===== config.mk =====
export PLATFORM = sky130hd
export DESIGN_NAME = mem_access_ctrl
export DESIGN_NICKNAME = d
export VERILOG_FILES = /design/src/rtl/mem_pkg.sv /design/src/rtl/mem_access_ctrl_load_align.sv /design/src/rtl/mem_access_ctrl.sv
export SDC_FILE = /design/constraint.sdc
export NUM_CORES = 1
export LEC_CHECK = 0
export BUFFER_PORTS_ARGS = -buffer_cell sky130_fd_sc_hd__buf_2
export CAP_MARGIN = 20
export CORE_MARGIN = 10
export CORE_UTILIZATION = 35
export DETAILED_ROUTE_END_ITERATION = 16
export PLACE_DENSITY_LB_ADDON = 0.15
export SLEW_MARGIN = 10
export SYNTH_ARGS = -nofsm -noshare
export SYNTH_HDL_FRONTEND = slang
export SYNTH_HIERARCHICAL = 1
export SYNTH_SLANG_ARGS = --single-unit

===== constraint.sdc =====
create_clock -name clk -period 2.46 [get_ports clk]
set_input_delay 0.123 -clock clk [delete_from_list [all_inputs] [get_ports clk]]
set_output_delay 0.123 -clock clk [all_outputs]
set_load 0.05 [all_outputs]

===== src/rtl/mem_pkg.sv =====
// Shared MEM-stage definitions: funct3 width codes, FSM states,
// and helpers for legality, alignment and store lane formatting.
package mem_pkg;

  localparam logic [2:0] MEM_B  = 3'b000;
  localparam logic [2:0] MEM_H  = 3'b001;
  localparam logic [2:0] MEM_W  = 3'b010;
  localparam logic [2:0] MEM_BU = 3'b100;
  localparam logic [2:0] MEM_HU = 3'b101;

  typedef enum logic [1:0] {
    IDLE,
    REQ,
    WAIT,
    DONE
  } state_e;

  function automatic logic op_legal(
    input logic       rd,
    input logic       wr,
    input logic [2:0] op
  );
    logic ok;
    ok = 1'b0;
    if (rd && wr)
      ok = 1'b0;
    else if (wr)
      ok = (op == MEM_B) || (op == MEM_H) ||
           (op == MEM_W);
    else if (rd)
      ok = (op == MEM_B)  || (op == MEM_H)  ||
           (op == MEM_W)  || (op == MEM_BU) ||
           (op == MEM_HU);
    return ok;
  endfunction

  // sz is funct3[1:0]: 00 byte, 01 half, 10 word
  function automatic logic is_aligned(
    input logic [1:0] sz,
    input logic [1:0] off
  );
    logic ok;
    unique case (sz)
      2'b00:   ok = 1'b1;
      2'b01:   ok = ~off[0];
      2'b10:   ok = (off == 2'b00);
      default: ok = 1'b0;
    endcase
    return ok;
  endfunction

  function automatic logic [3:0] be_of(
    input logic [1:0] sz,
    input logic [1:0] off
  );
    logic [3:0] be;
    unique case (sz)
      2'b00:   be = 4'b0001 << off;
      2'b01:   be = 4'b0011 << off;
      default: be = 4'b1111;
    endcase
    return be;
  endfunction

  function automatic logic [31:0] wdata_of(
    input logic [1:0]  sz,
    input logic [31:0] d
  );
    logic [31:0] w;
    unique case (sz)
      2'b00:   w = {4{d[7:0]}};
      2'b01:   w = {2{d[15:0]}};
      default: w = d;
    endcase
    return w;
  endfunction

endpackage


===== src/rtl/mem_access_ctrl_load_align.sv =====
// Load lane select and sign/zero extension (combinational).
// Ports: rdata_i word, op_i funct3, off_i byte offset -> data_o.
module lsu_load_align
  import mem_pkg::*;
(
  input  logic [31:0] rdata_i,
  input  logic [2:0]  op_i,
  input  logic [1:0]  off_i,
  output logic [31:0] data_o
);

  logic [31:0] sh;

  assign sh = rdata_i >> {off_i, 3'b000};

  always_comb begin
    unique case (op_i)
      MEM_B:   data_o = {{24{sh[7]}}, sh[7:0]};
      MEM_BU:  data_o = {24'h0, sh[7:0]};
      MEM_H:   data_o = {{16{sh[15]}}, sh[15:0]};
      MEM_HU:  data_o = {16'h0, sh[15:0]};
      default: data_o = rdata_i;
    endcase
  end

endmodule


===== src/rtl/mem_access_ctrl.sv =====
// MEM-stage sequencer: EX/MEM access -> req/gnt/rvalid bus -> MEM/WB.
// Ports: EX/MEM fields in, stall out, data bus, MEM/WB out, error pulses.
module mem_access_ctrl
  import mem_pkg::*;
#(
  parameter int TIMEOUT_CYCLES = 64,
  parameter int CNT_W          = 7
) (
  input  logic        clk,
  input  logic        rst,
  input  logic        read_en_i,
  input  logic        write_en_i,
  input  logic [2:0]  mem_op_i,
  input  logic [31:0] addr_i,
  input  logic [31:0] store_data_i,
  input  logic [31:0] result_i,
  input  logic [4:0]  rd_i,
  input  logic        wb_en_i,
  output logic        stall_o,
  output logic        mem_req_o,
  output logic        mem_we_o,
  output logic [31:0] mem_addr_o,
  output logic [31:0] mem_wdata_o,
  output logic [3:0]  mem_be_o,
  input  logic        mem_gnt_i,
  input  logic        mem_rvalid_i,
  input  logic [31:0] mem_rdata_i,
  output logic        wb_en_o,
  output logic [4:0]  wb_rd_o,
  output logic [31:0] wb_data_o,
  output logic        misalign_o,
  output logic        bus_err_o
);

  state_e      state_q, state_d;
  logic [2:0]  op_q, op_d;
  logic [1:0]  off_q, off_d;
  logic        we_q, we_d;
  logic [4:0]  rd_q, rd_d;
  logic        wben_q, wben_d;
  logic [3:0]  be_q, be_d;
  logic [31:0] wdata_q, wdata_d;
  logic [31:0] addr_q, addr_d;
  logic [31:0] data_q, data_d;
  logic        sup_q, sup_d;
  logic [CNT_W-1:0] cnt_q, cnt_d;

  logic        access;
  logic        legal;
  logic        tmo;
  logic [31:0] ld_data;

  assign access = read_en_i | write_en_i;
  assign legal  = op_legal(read_en_i, write_en_i, mem_op_i) &
                  is_aligned(mem_op_i[1:0], addr_i[1:0]);
  assign tmo    = (cnt_q == CNT_W'(TIMEOUT_CYCLES - 1));

  lsu_load_align u_align (
    .rdata_i (mem_rdata_i),
    .op_i    (op_q),
    .off_i   (off_q),
    .data_o  (ld_data)
  );

  always_ff @(posedge clk) begin
    if (rst) begin
      state_q <= IDLE;
      op_q    <= '0;
      off_q   <= '0;
      we_q    <= 1'b0;
      rd_q    <= '0;
      wben_q  <= 1'b0;
      be_q    <= '0;
      wdata_q <= '0;
      addr_q  <= '0;
      data_q  <= '0;
      sup_q   <= 1'b0;
      cnt_q   <= '0;
    end else begin
      state_q <= state_d;
      op_q    <= op_d;
      off_q   <= off_d;
      we_q    <= we_d;
      rd_q    <= rd_d;
      wben_q  <= wben_d;
      be_q    <= be_d;
      wdata_q <= wdata_d;
      addr_q  <= addr_d;
      data_q  <= data_d;
      sup_q   <= sup_d;
      cnt_q   <= cnt_d;
    end
  end

  always_comb begin
    state_d = state_q;
    op_d    = op_q;
    off_d   = off_q;
    we_d    = we_q;
    rd_d    = rd_q;
    wben_d  = wben_q;
    be_d    = be_q;
    wdata_d = wdata_q;
    addr_d  = addr_q;
    data_d  = data_q;
    sup_d   = sup_q;
    cnt_d   = cnt_q;

    stall_o     = 1'b0;
    mem_req_o   = 1'b0;
    mem_we_o    = 1'b0;
    mem_addr_o  = '0;
    mem_wdata_o = '0;
    mem_be_o    = '0;
    wb_en_o     = 1'b0;
    wb_rd_o     = '0;
    wb_data_o   = '0;
    misalign_o  = 1'b0;
    bus_err_o   = 1'b0;

    unique case (state_q)
      IDLE: begin
        wb_rd_o   = rd_i;
        wb_data_o = result_i;
        if (!access) begin
          wb_en_o = wb_en_i;
        end else if (!legal) begin
          misalign_o = 1'b1;
        end else begin
          stall_o = 1'b1;
          op_d    = mem_op_i;
          off_d   = addr_i[1:0];
          we_d    = write_en_i;
          rd_d    = rd_i;
          wben_d  = wb_en_i;
          be_d    = be_of(mem_op_i[1:0], addr_i[1:0]);
          wdata_d = wdata_of(mem_op_i[1:0], store_data_i);
          addr_d  = {addr_i[31:2], 2'b00};
          data_d  = '0;
          sup_d   = 1'b0;
          cnt_d   = '0;
          state_d = REQ;
        end
      end
      REQ: begin
        stall_o     = 1'b1;
        mem_req_o   = 1'b1;
        mem_we_o    = we_q;
        mem_addr_o  = addr_q;
        mem_wdata_o = wdata_q;
        mem_be_o    = be_q;
        cnt_d       = cnt_q + CNT_W'(1);
        if (mem_gnt_i) begin
          if (we_q) begin
            state_d = DONE;
          end else if (mem_rvalid_i) begin
            data_d  = ld_data;
            state_d = DONE;
          end else begin
            state_d = WAIT;
          end
        end else if (tmo) begin
          bus_err_o = 1'b1;
          sup_d     = 1'b1;
          state_d   = DONE;
        end
      end
      WAIT: begin
        stall_o = 1'b1;
        cnt_d   = cnt_q + CNT_W'(1);
        if (mem_rvalid_i) begin
          data_d  = ld_data;
          state_d = DONE;
        end else if (tmo) begin
          bus_err_o = 1'b1;
          sup_d     = 1'b1;
          state_d   = DONE;
        end
      end
      DONE: begin
        // EX/MEM still holds the finished op, so never re-launch here
        wb_en_o   = wben_q & ~we_q & ~sup_q;
        wb_rd_o   = rd_q;
        wb_data_o = data_q;
        state_d   = IDLE;
      end
      default: state_d = IDLE;
    endcase

    // hold every output low while reset is applied
    if (rst) begin
      stall_o     = 1'b0;
      mem_req_o   = 1'b0;
      mem_we_o    = 1'b0;
      mem_addr_o  = '0;
      mem_wdata_o = '0;
      mem_be_o    = '0;
      wb_en_o     = 1'b0;
      wb_rd_o     = '0;
      wb_data_o   = '0;
      misalign_o  = 1'b0;
      bus_err_o   = 1'b0;
    end
  end

endmodule


# Yosys cells after proc, flatten, opt, wreduce, memory -nomap -nowiden
# Index checks and enable logic that the tools add are counted.
[word_totals] ff_bits=120 in_bits=143 elab_cells=120 out_inout_bits=111
[classes] add_sub_neg=1 n_eq_ne=19 muxes=60 bitwise_logic=7 n_reduce_logical=18 shifts=3
[ops] operator="$mux 32" n=10
[ops] operator="$pmux 32 s2" n=2
[ops] operator="$pmux 32 s4" n=1
[ops] operator="$pmux 32 s3" n=1
[ops] operator="$shr 32x5->16" n=1
[ops] operator="$mux 1" n=27
[ops] operator="$mux 7" n=2
[ops] operator="$pmux 7 s2" n=1
[ops] operator="$eq 3x3->1 const B" n=4
[ops] operator="$ne 2x2->1 const B" n=6
[ops] operator="$mux 2" n=5
[ops] operator="$pmux 5 s2" n=1
[ops] operator="$reduce_and 5->1" n=2
[ops] operator="$mux 4" n=2
[ops] operator="$pmux 2 s4" n=1
[ops] operator="$pmux 4 s2" n=1
[ops] operator="$add 7x1->7 const B" n=1
[ops] operator="$eq 7x6->1 const B" n=1
[ops] operator="$eq 2x2->1 const B" n=3
[ops] operator="$eq 3x1->1 const B" n=2
[ops] operator="$logic_not 2->1" n=3
[ops] operator="$logic_not 3->1" n=2
[ops] operator="$pmux 1 s2" n=3
[ops] operator="$pmux 1 s3" n=2
[ops] operator="15 further kinds" n=24

# Depth between registers and ports, before layout
# Gate-level depths: netlist (run 1).
[depth] ltp_word=13 ltp_mapped=9 mapped_depth_nobuf=6

# Cells and area by module
# Netlist (run 1), hierarchy kept.
[by_module_without_submodules] mod="mem_access_ctrl" cells_per_inst=794 n_inst=1 area_each_um2=6269.8
[by_module_without_submodules] mod="lsu_load_align" cells_per_inst=111 n_inst=1 area_each_um2=715.7

# Worst setup path before layout (run 1)
# No wires, ideal clock.
[synth_path] path_type="flip-flop to output port" from="register state_q[1]" to="output port bus_err_o" path_stages_with_launch=8 slack_ps=-399 arrival_time_ps=2736 path_cell_list="dfxtp_1 inv_1 ha_1 clkbuf_1 inv_1 nor2_1 nand2_1 nor4_1"
[synth_between] elab_chain_cells=3
[synth_lines] item="start, declared" line="mem_access_ctrl.sv:35" text="state_e state_q, state_d;"
[synth_lines] item="start signal, assigned" line="mem_access_ctrl.sv:80" text="state_q <= state_d;"
[synth_lines] item="$eq 2x2->1 / $eq 2x1->1 (equally long branches)" line="mem_access_ctrl.sv:121" text="unique case (state_q)"
[synth_lines] item="$pmux 1 s2 (*)" line="mem_access_ctrl.sv:121"
[synth_lines] item="$mux 1 (*)" line="mem_access_ctrl.sv:191" text="if (rst) begin"
[synth_lines] item="end, declared" line="mem_access_ctrl.sv:32" text="output logic bus_err_o"
# Mark *: on every way between the ends. The rest lies on a longest branch, timed or not.

# Worst setup path in the final report (run 1)
[layout_path] from="input port write_en_i" to="output port stall_o"
[layout_between] elab_chain_cells=7
[layout_lines] item="start, declared" line="mem_access_ctrl.sv:12" text="input logic write_en_i,"
[layout_lines] item="$mux 1 / $logic_and 1x1->1 (equally long branches)" line="mem_pkg.sv:27, mem_pkg.sv:25"
[layout_lines] item="$mux 1" line="mem_pkg.sv:25" text="if (rd && wr)"
[layout_lines] item="$and 1x1->1" line="mem_access_ctrl.sv:54" text="assign legal = op_legal(read_en_i, write_en_i, mem_op_i) &"
[layout_lines] item="$mux 1" line="mem_access_ctrl.sv:127" text="end else if (!legal) begin"
[layout_lines] item="$mux 1 (*)" line="mem_access_ctrl.sv:125" text="if (!access) begin"
[layout_lines] item="$pmux 1 s2 (*)" line="mem_access_ctrl.sv:121"
[layout_lines] item="$mux 1 (*)" line="mem_access_ctrl.sv:191"
[layout_lines] item="end, declared" line="mem_access_ctrl.sv:19" text="output logic stall_o,"
# Marked as above.

==> summary.md, run 1 <==
| Metric | Value |
|---|---|
| Seq/Total Area, Yosys | `34.4%` |
| # clock sinks | `120` |
| Simple-gate share of the synthesized area | `28.2%` |
| TritonCTS clock tree | `built` |
| Post-synth EDFFs | `0` |
| R2R cell count | `5` |
| Clock Tree Buf Depth | `2` |
| FF+latch count, synth | `120` |
| # IOs | `254` |
| Share of post-route cells with drive strength above 1 | `27.6%` |
| CORE AREA | `19500 sq um` |
| Highest clock rate | `425 MHz` |
| Max Transition Viols Final | `0` |
| Yosys Warn Count | `6` |
| Cells after synthesis | `905` |
| Post-synth top area share | `34.4%` |
| Status | `complete, no violations` |
| Clk_lat worst skew | `420 ps` |
| Average routed wire per standard cell | `17.0 um` |
| Pre-CTS setup slack | `310 ps` |
| Starting Density | `35.8%` |
| Routed WL | `24500 um` |
| Final Cycle Share | `95.5%` |
| Synth Area in Adders | `1.25%` |
| # Post-CTS Setup Buffers | `0` |
| R2R Path End | `data_q[31]` |
| Port Buf Inserts | `251` |
| Die height | `161 um` |
| Hold Crit Class | `in -> reg` |
| Crit path arrival time | `2230 ps` |
| Routability congestion estimate | `0.893` |
| XOR/XNOR Fraction of Synth Area | `0%` |
| Layout area overhead | `37.8%` |
| Inserted Clock Buffers | `17` |
| Initial drt markers | `492` |
| Peak supply drop | `0.000463 V` |
| Layout Nets | `1313` |
| Largest net degree at the start of global routing | `121` |
| Hold worst-path end | `wdata_q[29]` |
| Cell area after synthesis | `6990 sq um` |
| Clock slew at reported path FFs | `60 ps` |
| GRT Total Usage | `18.2%` |
| H-tree Lvls | `4` |
| Final setup vio count | `0` |
| Critical Path Sink Type | `output port` |
| Worst path cell trace | `dlygate4sd3_1, buf_2, nor3b_1, o221ai_4, a211oi_2, buf_2` |
| Cell taking the most area after synthesis | `dfxtp_1` |
| Slew HR | `31.2%` |
| Final hold viol count | `0` |
| Die area | `26000 sq um` |
| Synth top area cells | `dfxtp_1, nand2_1, mux2i_1, and2_1, a21oi_1` |
| Fin Setup TNS | `0 ps` |
| Critical path required time | `2340 ps` |
| Global route overflow | `0` |
| Asr flop ratio synth | `0%` |
| Die Width | `161 um` |
| Fillcell total | `1955` |
| Fin Clk Skew | `8.55 ps` |
| Crit Path Category | `in -> out` |
| Synth Area in Compound Gates | `20.8%` |
| Drt pass-1 iters | `4` |
| Startpoint type of the worst setup path | `input pin` |
| Multi-input logic area | `4240 sq um` |
| Ant diodes | `0` |
| Row cnt | `51` |
| Slowest-stage cell, CP | `dlygate4sd3_1` |
| R2R setup slack | `250 ps` |
| Pwr Density | `695 nW/um^2` |
| Fin crit period | `2350 ps` |
| Top FF cell, synth | `dfxtp_1` |
| Detailed placement HPWL | `17200 um` |
| Routed vias | `7252` |
| Via/cell ratio | `5.03` |
| Origin of the critical flop-to-flop path | `off_q[0]` |
| Syn Area/Cell | `7.72 sq um` |
| Post-synth cell types | `58` |
| Post-DRT Antenna Nets | `0` |
| Hold Path Cell Cnt | `3` |
| First-pass GRT wire length | `38900 um` |
| CTS Root Cell | `clkbuf_16` |
| Final WS setup | `110 ps` |
| Multiplexer area fraction after synthesis | `9.30%` |
| Hold_sp | `store_data_i[29]` |
| CP max stage delay | `520 ps` |
| Initial antenna violation count | `1` |
| Pleak | `0.00407 uW` |
| Drc violations | `0` |
| Crit path max fanout | `17` |
| RSZ-0062 raised after global routing | `false` |
| Crit path top cell by count | `buf_2` |
| Largest family of logic cells by synthesized area | `simple AND/OR/NAND/NOR gates` |
| Vias in the first global route | `7249` |
| FF/Latch Area | `2400 sq um` |
| Number of max-cap violations | `0` |
| Worst-Margin Slew | `1030 ps` |
## state kept, by name, summed over array words and instances, names as in the netlist, 3 cells and up
name and count:
be_q 4, data_q 32, addr_q 30, rd_q 5
op_q 3, cnt_q 7, wdata_q 32
## how the worst max path moves through the flow
stage	startpoint	end	slack, ps	cells after the start
floorplan	state_q[0]	wb_data_o[15]	60	7
global placement	off_q[1]	data_q[31]	320	5
detailed placement	state_q[1]	wb_data_o[13]	310	5
CTS	state_q[1]	bus_err_o	30	7
global route	state_q[1]	mem_wdata_o[11]	4	6
finish	write_en_i	stall_o	110	6
## cell families after synthesis
group	after synthesis
other cells	1
buf+inv	93
flops	120
compound gates	219
fa+ha+maj	7
simple gates	402
mux	63
## cells in the mapped netlist (2+ instances only)
library cell  count
inv_1             9
nand2_1         166
and2_1           67
buf_2            10
nor4_1            3
o211ai_1         11
nor3_1            6
buf_6             4
a21o_1            2
mux2_2            5
nand3b_1         34
a22oi_1          42
a21oi_1          68
clkbuf_1         55
a221oi_1          4
a211oi_1         12
o21ai_0          35
a22o_1            3
a2bb2oi_1         3
buf_4             7
nor2_1           68
o31ai_1           9
nand3_1           6
or2_2             2
o21ai_1           3
a31oi_1           3
a311oi_1          9
mux2i_1          57
nor2b_1           7
dfxtp_1         120
buf_1             7
nand2b_1         36
ha_1              7
## layer usage
| metal | share of wire [%] | vias up | GRT usage [%] | wire [um] |
|---|---|---|---|---|
| li1 | - | 3647 | - | - |
| met3 | 7.1 | 31 | 5.31 | 1740 |
| met2 | 47 | 231 | 29.7 | 11600 |
| met5 | 0 | - | 0 | 0 |
| met1 | 44 | 3343 | 22.3 | 10800 |
| met4 | 1.9 | 0 | 6.37 | 462 |
## worst max-delay path: cells and delay by family
kind | cells | cell delay, ps
AND/OR/NAND/NOR | 1 | 400
buffers and inverters | 3 | 970
AO/OA/AOI/OAI | 2 | 720
## layout by cell type, fill, tap and decap left out, types with 34 or more instances in the layout
cell           count
a21oi_1           68
and2_1            67
buf_2            249
dfxtp_1          120
mux2i_1           57
nand3b_1          34
o21ai_0           35
dlygate4sd3_1     51
a22oi_1           42
nor2_1            67
nand2_1          166
nand2b_1          36
## cell type report
type                    count  area share, %
clock buffers              19           4.71
clock inverters            13           1.77
inverters                  10          0.390
multi-input cells         693           44.1
flip-flops and latches    120           25.0
well taps                 265           3.44
repair buffers            321           20.7
## through the flow
stage / instance area (sq um) / hold WS, ps / total power (uW) / utilization (%) / std cells
finish: 9630 / 24.0 / 6690 / 49.3 / 1441
floorplan: 7000 / 259 / 3490 / - / 906
global placement: 8470 / 365 / 4030 / 43.4 / 1358
global route: 9630 / 28.8 / 7030 / 49.3 / 1441
detailed placement: 8470 / 369 / 4040 / 43.4 / 1358
CTS: 9610 / 5.01 / 6760 / 49.2 / 1441
## where the power goes
group | internal [uW] | switching (uW) | total [uW] | leakage, uW
combinational | 647 | 1300 | 1950 | 0.00280
clock | 1660 | 968 | 2630 | 0.000296
sequential | 2050 | 64.1 | 2120 | 0.000973
## what timing repair did
action	CTS	global route
hold buffers	51	0
setup endpoints to repair	39	50
gates resized for setup	3	3
endpoints found under the hold margin	51	0
Note: power is estimated with default switching activity, not from simulation.
==> inputs of run 2 (changes only) <==
--- a/config.mk
+++ b/config.mk
@@ -9,6 +9,7 @@
 export CAP_MARGIN = 20
 export CORE_MARGIN = 10
 export CORE_UTILIZATION = 35
+export CTS_CLUSTER_DIAMETER = 150
 export DETAILED_ROUTE_END_ITERATION = 16
 export PLACE_DENSITY_LB_ADDON = 0.15
 export SLEW_MARGIN = 10
==> constraint.sdc (replaced) <==
create_clock -name clk -period 2.9 [get_ports clk]
set_input_delay 0.145 -clock clk [delete_from_list [all_inputs] [get_ports clk]]
set_output_delay 0.145 -clock clk [all_outputs]
set_load 0.05 [all_outputs]
==> run 2 against run 1 <==
Total power is 19% lower. Die area unchanged. Cell area is 3.1% lower. Critical path depth is 1 lower. Combinational power shrank 18%. Sequential cell count unchanged. First-iteration DRC count is 7.7% higher. Final cell count decreased by 1.1%. Global-route usage is 0.093 points lower. Sequential share of layout area is 0.80 points higher. Clock power shrank 22%. Clock skew fell by 1.4 ps. Critical endpoint is now wb_rd_o[2]. Largest power group unchanged.
==> summary.md, run 2 (synthesis gave the netlist of run 1 again) <==
| Metric | Value |
|---|---|
| Worst path cell trace | `inv_1, ha_2, or2_2, nor2_1, buf_2` |
| TritonCTS clock tree | `built` |
| Die area | `26000 sq um (unchanged)` |
| Drt pass-1 iters | `5 (+1)` |
| Critical Path Sink Type | `output port` |
| Combinational Power Share | `29.4% (+0.3 points)` |
| Final setup vio count | `0 (unchanged)` |
| Vias in the first global route | `7060 (-2.6%)` |
| Crit Path Category | `reg -> out` |
| Buf+Inv Stages, Crit Path | `2 (-1)` |
| Crit path max fanout | `38 (+21)` |
| Clock power share | `37.5% (-1.7 points)` |
| Fin Clk Skew | `7.17 ps (-1.37 ps)` |
| GRT Total Usage | `18.1% (-0.093 points)` |
| Share of post-route cells with drive strength above 1 | `27.4% (-0.20 points)` |
| Routability congestion estimate | `0.862 (-3.5%)` |
| Largest net degree at the start of global routing | `93 (-23%)` |
| CORE AREA | `19500 sq um (unchanged)` |
| Clk_lat worst skew | `410 ps (about the same)` |
| Via/cell ratio | `5.03 (about the same)` |
| Drc violations | `0 (unchanged)` |
| Global route overflow | `0 (unchanged)` |
| Most frequent cells in the layout | `buf_2, nand2_1, dfxtp_1` |
| Max Transition Viols Final | `0 (unchanged)` |
| Hold_sp | `store_data_i[4]` |
| Peak supply drop | `0.000375 V (-19%)` |
| Crit path arrival time | `2460 ps (+230 ps)` |
| Sw Ratio | `36.0% (+1.1 points)` |
| Final hold viol count | `0 (unchanged)` |
| CP max stage delay | `590 ps (+70 ps)` |
| Internal power | `3490 uW (-20%)` |
| First-pass GRT wire length | `38900 um (-0.12%)` |
| Fin Setup TNS | `0 ps (unchanged)` |
| Crit path launch | `state_q[1]` |
| Origin of the critical flop-to-flop path | `off_q[0]` |
| Routed vias | `7171 (-1.1%)` |
| Critical path required time | `2760 ps (+420 ps)` |
| Pleak | `0.00395 uW (-2.8%)` |
| Initial drt markers | `530 (+7.7%)` |
| Clock slew at reported path FFs | `60 ps (about the same)` |
| Average routed wire per standard cell | `17.2 um (+1.0%)` |
| Sw Pwr | `1960 uW (-16%)` |
| Startpoint type of the worst setup path | `register` |
| Die height | `161 um (unchanged)` |
| Port Buf Inserts | `251 (unchanged)` |
| Routed WL | `24500 um (-0.12%)` |
| Commonest non-fill, non-tap cell in the layout | `buf_2` |
| Initial antenna violation count | `1 (unchanged)` |
| Detailed placement HPWL | `17600 um (+2.6%)` |
| Layout Nets | `1296 (-1.3%)` |
| RSZ-0062 raised after global routing | `false` |
| Top Registers | `data_q x32, wdata_q x32, addr_q x30` |
| Row cnt | `51 (unchanged)` |
| Post-cts sizing count | `0 (-3)` |
| Post-DRT Antenna Nets | `0 (unchanged)` |
| CTS Root Cell | `clkbuf_16` |
| # clock sinks | `120 (unchanged)` |
| Final Cycle Share | `89.7%` |
| Seq pwr share | `33.1% (+1.5 points)` |
| Clock Tree Buf Depth | `2 (unchanged)` |
| Starting Density | `35.8% (unchanged)` |
| H-tree Lvls | `4 (unchanged)` |
| Final Util | `47.8% (-1.5 points)` |
| Highest clock rate | `384 MHz` |
| Inserted Clock Buffers | `17 (unchanged)` |
| Top delay family on crit path | `simple AND/OR/NAND/NOR gates` |
| Pwr Density | `584 nW/um^2 (-16%)` |
| Worst-Margin Slew | `785 ps (-247 ps)` |
| Die Width | `161 um (unchanged)` |
| Slowest-stage cell, CP | `or2_2` |
| Hold Crit Class | `in -> reg` |
| Layout area overhead | `33.5%` |
| Number of max-cap violations | `0 (unchanged)` |
| Fin crit period | `2600 ps` |
| Status | `complete, no violations` |
| Slew HR | `47.7% (+16 points)` |
| # IOs | `254 (unchanged)` |
[run 2: timing repair]
item                                    CTS  global route
buffers inserted                          0             0
endpoints found under the hold margin    36             0
hold buffers                             36             0
endpoints found under the setup margin    0             0
[run 2: area by class of cell]
cell class,instances,area [sq um]
multi-input cells,693,4210
flip-flops and latches,120,2400
inverters,10,37.5
repair buffers,304,1770
fillers,2034,10200
clock buffers,20,457
diodes,1,2.50
well taps,265,332
clock inverters,12,115
[run 2: path summary, 6_finish.rpt]
| check | endpoint | slack [ps] | cells past startpoint |
|---|---|---|---|
| max | wb_rd_o[2] | 300 | 5 |
| min | wdata_q[4] | 10 | 3 |
| max reg2reg | data_q[31] | 600 | 6 |
| min reg2reg | addr_q[8] | 450 | 2 |
[run 2: per-stage QoR]
stage               setup WS (ps)  std cells  power (uW)  hold WS [ps]  instance area [sq um]
floorplan                    18.5        906        2960           281                   6990
global placement              601       1356        3400           389                   8390
detailed placement            616       1356        3410           391                   8390
CTS                           258       1424        5500         0.271                   9320
global route                 95.7       1424        5720          17.3                   9320
finish                        297       1425        5440          13.6                   9330
[run 2: power groups by stage]
stage / Clock, uW / Sequential, uW / Combinational, uW
after floorplan: 0 / 1810 / 1140
after global placement: 0 / 1840 / 1570
after detailed placement: 0 / 1840 / 1570
after CTS: 2080 / 1800 / 1610
after global routing: 2160 / 1810 / 1750
final: 2040 / 1800 / 1600
[run 2: per-layer routing]
metal / part of all wire (%) / GRT usage (%) / vias to the layer above
li1: - / - / 3609
met1: 46 / 23.9 / 3301
met2: 46 / 28.3 / 235
met3: 6.7 / 5.21 / 24
met4: 1.2 / 4.71 / 2
met5: 0.053 / 0 / -
[run 2: worst min-delay path: cells and delay by family]
kind / cells / cell delay (ps)
AO/OA/AOI/OAI: 1 / 50
buffers and inverters: 1 / 130
AND/OR/NAND/NOR: 1 / 60
==> inputs of run 3 (changes only) <==
--- a/config.mk
+++ b/config.mk
@@ -11,7 +11,6 @@
 export CORE_UTILIZATION = 35
 export CTS_CLUSTER_DIAMETER = 150
 export DETAILED_ROUTE_END_ITERATION = 16
-export PLACE_DENSITY_LB_ADDON = 0.15
 export SLEW_MARGIN = 10
 export SYNTH_ARGS = -nofsm -noshare
 export SYNTH_HDL_FRONTEND = slang
==> constraint.sdc (replaced) <==
create_clock -name clk -period 2.9 [get_ports clk]
set_input_delay 0.145 -clock clk [delete_from_list [all_inputs] [get_ports clk]]
set_output_delay 0.145 -clock clk [all_outputs]
set_load 0.005 [all_outputs]
==> run 3 against run 2 <==
Critical path depth up 2. Largest cell class unchanged. Non-clock buffer count up 1. Final cell count up 0.28%. Clock skew up 2.1 ps. Sequential power hardly changed. Core utilization about the same. Register-to-register slack gained 40 ps. Sequential cell count is the same. Worst setup slack improved by 64 ps. Maximum frequency grew 2.5%.
==> summary.md, run 3 (synthesis gave the netlist of run 1 again) <==
| Metric | Value |
|---|---|
| Status | `complete, no violations` |
| Post-cts sizing count | `0 (unchanged)` |
| Average routed wire per standard cell | `17.1 um (-0.74%)` |
| CTS Root Cell | `clkbuf_16` |
| GRT Total Usage | `18.3% (+0.20 points)` |
| Port Buf Inserts | `251 (unchanged)` |
| DRT met1 WL | `10900 um (-4.0%)` |
| R2R Path End | `data_q[18]` |
| Largest net degree at the start of global routing | `76 (-18%)` |
| First-pass GRT wire length | `39100 um (+0.50%)` |
| Worst-Margin Slew | `803 ps (+18.0 ps)` |
| Layout area overhead | `33.5% (about the same)` |
| Share of post-route cells with drive strength above 1 | `27.2% (-0.20 points)` |
| Row cnt | `51 (unchanged)` |
| Die area | `26000 sq um (unchanged)` |
| Hold_buf cts | `39 (+8.3%)` |
| Final setup vio count | `0 (unchanged)` |
| Buf+Inv Stages, Crit Path | `3 (+1)` |
| Detailed placement HPWL | `17200 um (-2.1%)` |
| Max Transition Viols Final | `0 (unchanged)` |
| Initial antenna violation count | `4 (+3)` |
| # clock sinks | `120 (unchanged)` |
| Routed vias | `7183 (+0.17%)` |
| Top delay family on crit path | `simple AND/OR/NAND/NOR gates` |
| Met3 wire length | `1570 um (-4.4%)` |
| Routability congestion estimate | `0.869 (+0.84%)` |
| CORE AREA | `19500 sq um (unchanged)` |
| Drc violations | `0 (unchanged)` |
| Global route overflow | `0 (unchanged)` |
| Clock slew at reported path FFs | `60 ps (about the same)` |
| Worst path cell trace | `inv_1, ha_2, inv_1, nor2_1, nand2_1, nor4_1, buf_2` |
| Via/cell ratio | `5.03 (-0.11%)` |
| CP max stage delay | `440 ps (-150 ps)` |
| Clk_lat worst skew | `420 ps (about the same)` |
| Crit path max fanout | `7 (-82%)` |
| Vias in the first global route | `7282 (+3.1%)` |
| Drt pass-1 iters | `5 (unchanged)` |
| TritonCTS clock tree | `built` |
| Critical Path Sink Type | `output port` |
| # IOs | `254 (unchanged)` |
| Inserted Clock Buffers | `17 (unchanged)` |
| Most frequent cells in the layout | `buf_2, nand2_1, dfxtp_1` |
| RSZ-0062 raised after global routing | `false` |
| Hold Crit Class | `in -> reg` |
| Routed WL | `24400 um (-0.46%)` |
| Critical path required time | `2760 ps (about the same)` |
| Fin Setup TNS | `0 ps (unchanged)` |
| H-tree Lvls | `4 (unchanged)` |
| Fin Clk Skew | `9.31 ps (+2.14 ps)` |
| Hold Path Cell Cnt | `3 (unchanged)` |
| Die Width | `161 um (unchanged)` |
| Slowest-stage cell, CP | `dfxtp_1` |
| Crit Path Category | `reg -> out` |
| Initial drt markers | `515 (-2.8%)` |
| Die height | `161 um (unchanged)` |
| Peak supply drop | `0.000397 V (+5.9%)` |
| Crit path top cell by count | `inv_1` |
| Origin of the critical flop-to-flop path | `state_q[1]` |
| R2R cell count | `7 (+1)` |
| Top Registers | `data_q x32, wdata_q x32, addr_q x30` |
| Slew HR | `46.5% (-1.2 points)` |
| Pwr Density | `540 nW/um^2 (-7.5%)` |
| Fillcell total | `1985 (-2.4%)` |
| Post-DRT Antenna Nets | `0 (unchanged)` |
| Max Used Layer | `met4` |
| Layout Nets | `1297 (+0.077%)` |
| Highest clock rate | `394 MHz (+2.5%)` |
| Final Cycle Share | `87.6% (-2.2 points)` |
| Met2 routed WL | `11400 um (+1.9%)` |
| Hold_sp | `store_data_i[0]` |
| Final hold viol count | `0 (unchanged)` |
| Hold worst-path end | `wdata_q[0]` |
| Pleak | `0.00394 uW (-0.24%)` |
| Fin crit period | `2540 ps (-63.6 ps)` |
| Crit path arrival time | `2390 ps (-70 ps)` |
| # Post-CTS Setup Buffers | `0 (unchanged)` |
| Min Hold Slack | `19.1 ps (+5.46 ps)` |
| Clock Tree Buf Depth | `2 (unchanged)` |
| Number of max-cap violations | `0 (unchanged)` |
| Startpoint type of the worst setup path | `register` |
| Starting Density | `35.8% (unchanged)` |
| R2R setup slack | `640 ps (+40 ps)` |
| Commonest non-fill, non-tap cell in the layout | `buf_2` |
==> run 3: cell count changes in the layout (fill, tap and decap cells not counted) <==
cell           delta
clkinvlp_4        +1
diode_2           +3
clkinv_2          +2
buf_4             -2
dlygate4sd3_1     +3
inv_6             -1
clkbuf_8          -2
==> run 3: worst max path at each step <==
stage          slack [ps]           to  cells past startpoint        start
2_1_floorplan         840    data_q[0]                      8   state_q[0]
3_3_place_gp          640  wdata_q[12]                      6  mem_op_i[0]
3_5_place_dp          610  wdata_q[20]                      6  mem_op_i[0]
4_1_cts               380      wb_en_o                      5   state_q[1]
5_1_grt               200   wb_rd_o[3]                      5   state_q[1]
6_report              360    bus_err_o                      7   state_q[1]
==> run 3: power by group <==
part           switching [uW]  total (uW)  internal [uW]
sequential               60.6        1800           1740
combinational             729        1240            506
clock                     821        2000           1180
==> run 3: area by class of cell <==
cell class / count / area [sq um] / area share [%]
Antenna cell: 4 / 10.0 / 0.107
Clock buffer: 18 / 429 / 4.60
Clock inverter: 14 / 124 / 1.33
Inverter: 10 / 37.5 / 0.402
Multi-Input combinational cell: 693 / 4210 / 45.1
Sequential cell: 120 / 2400 / 25.8
Tap cell: 265 / 332 / 3.55
Timing Repair Buffer: 305 / 1790 / 19.2
==> run 3: metrics by stage <==
stage	instances	util (%)	power (uW)	area, sq um	setup WS [ps]
after floorplan	906	-	2600	6990	845
after global placement	1354	42.9	3030	8380	642
after detailed placement	1354	42.9	3030	8380	613
after CTS	1425	47.7	5100	9320	380
after global routing	1427	47.8	5320	9320	202
final	1429	47.8	5040	9330	361
==> run 3: per-layer routing <==
metal  track usage (%)  vias to the layer above
met5                 0                        -
met4              6.33                        0
met3              5.64                       31
met2              29.7                      205
met1              22.5                     3326
li1                  -                     3621
==> run 3: tightest hold or removal path, delay by kind of cell <==
| kind | cells | cell delay, ps |
|---|---|---|
| buf+inv | 1 | 140 |
| compound gates | 1 | 50 |
| simple gates | 1 | 60 |
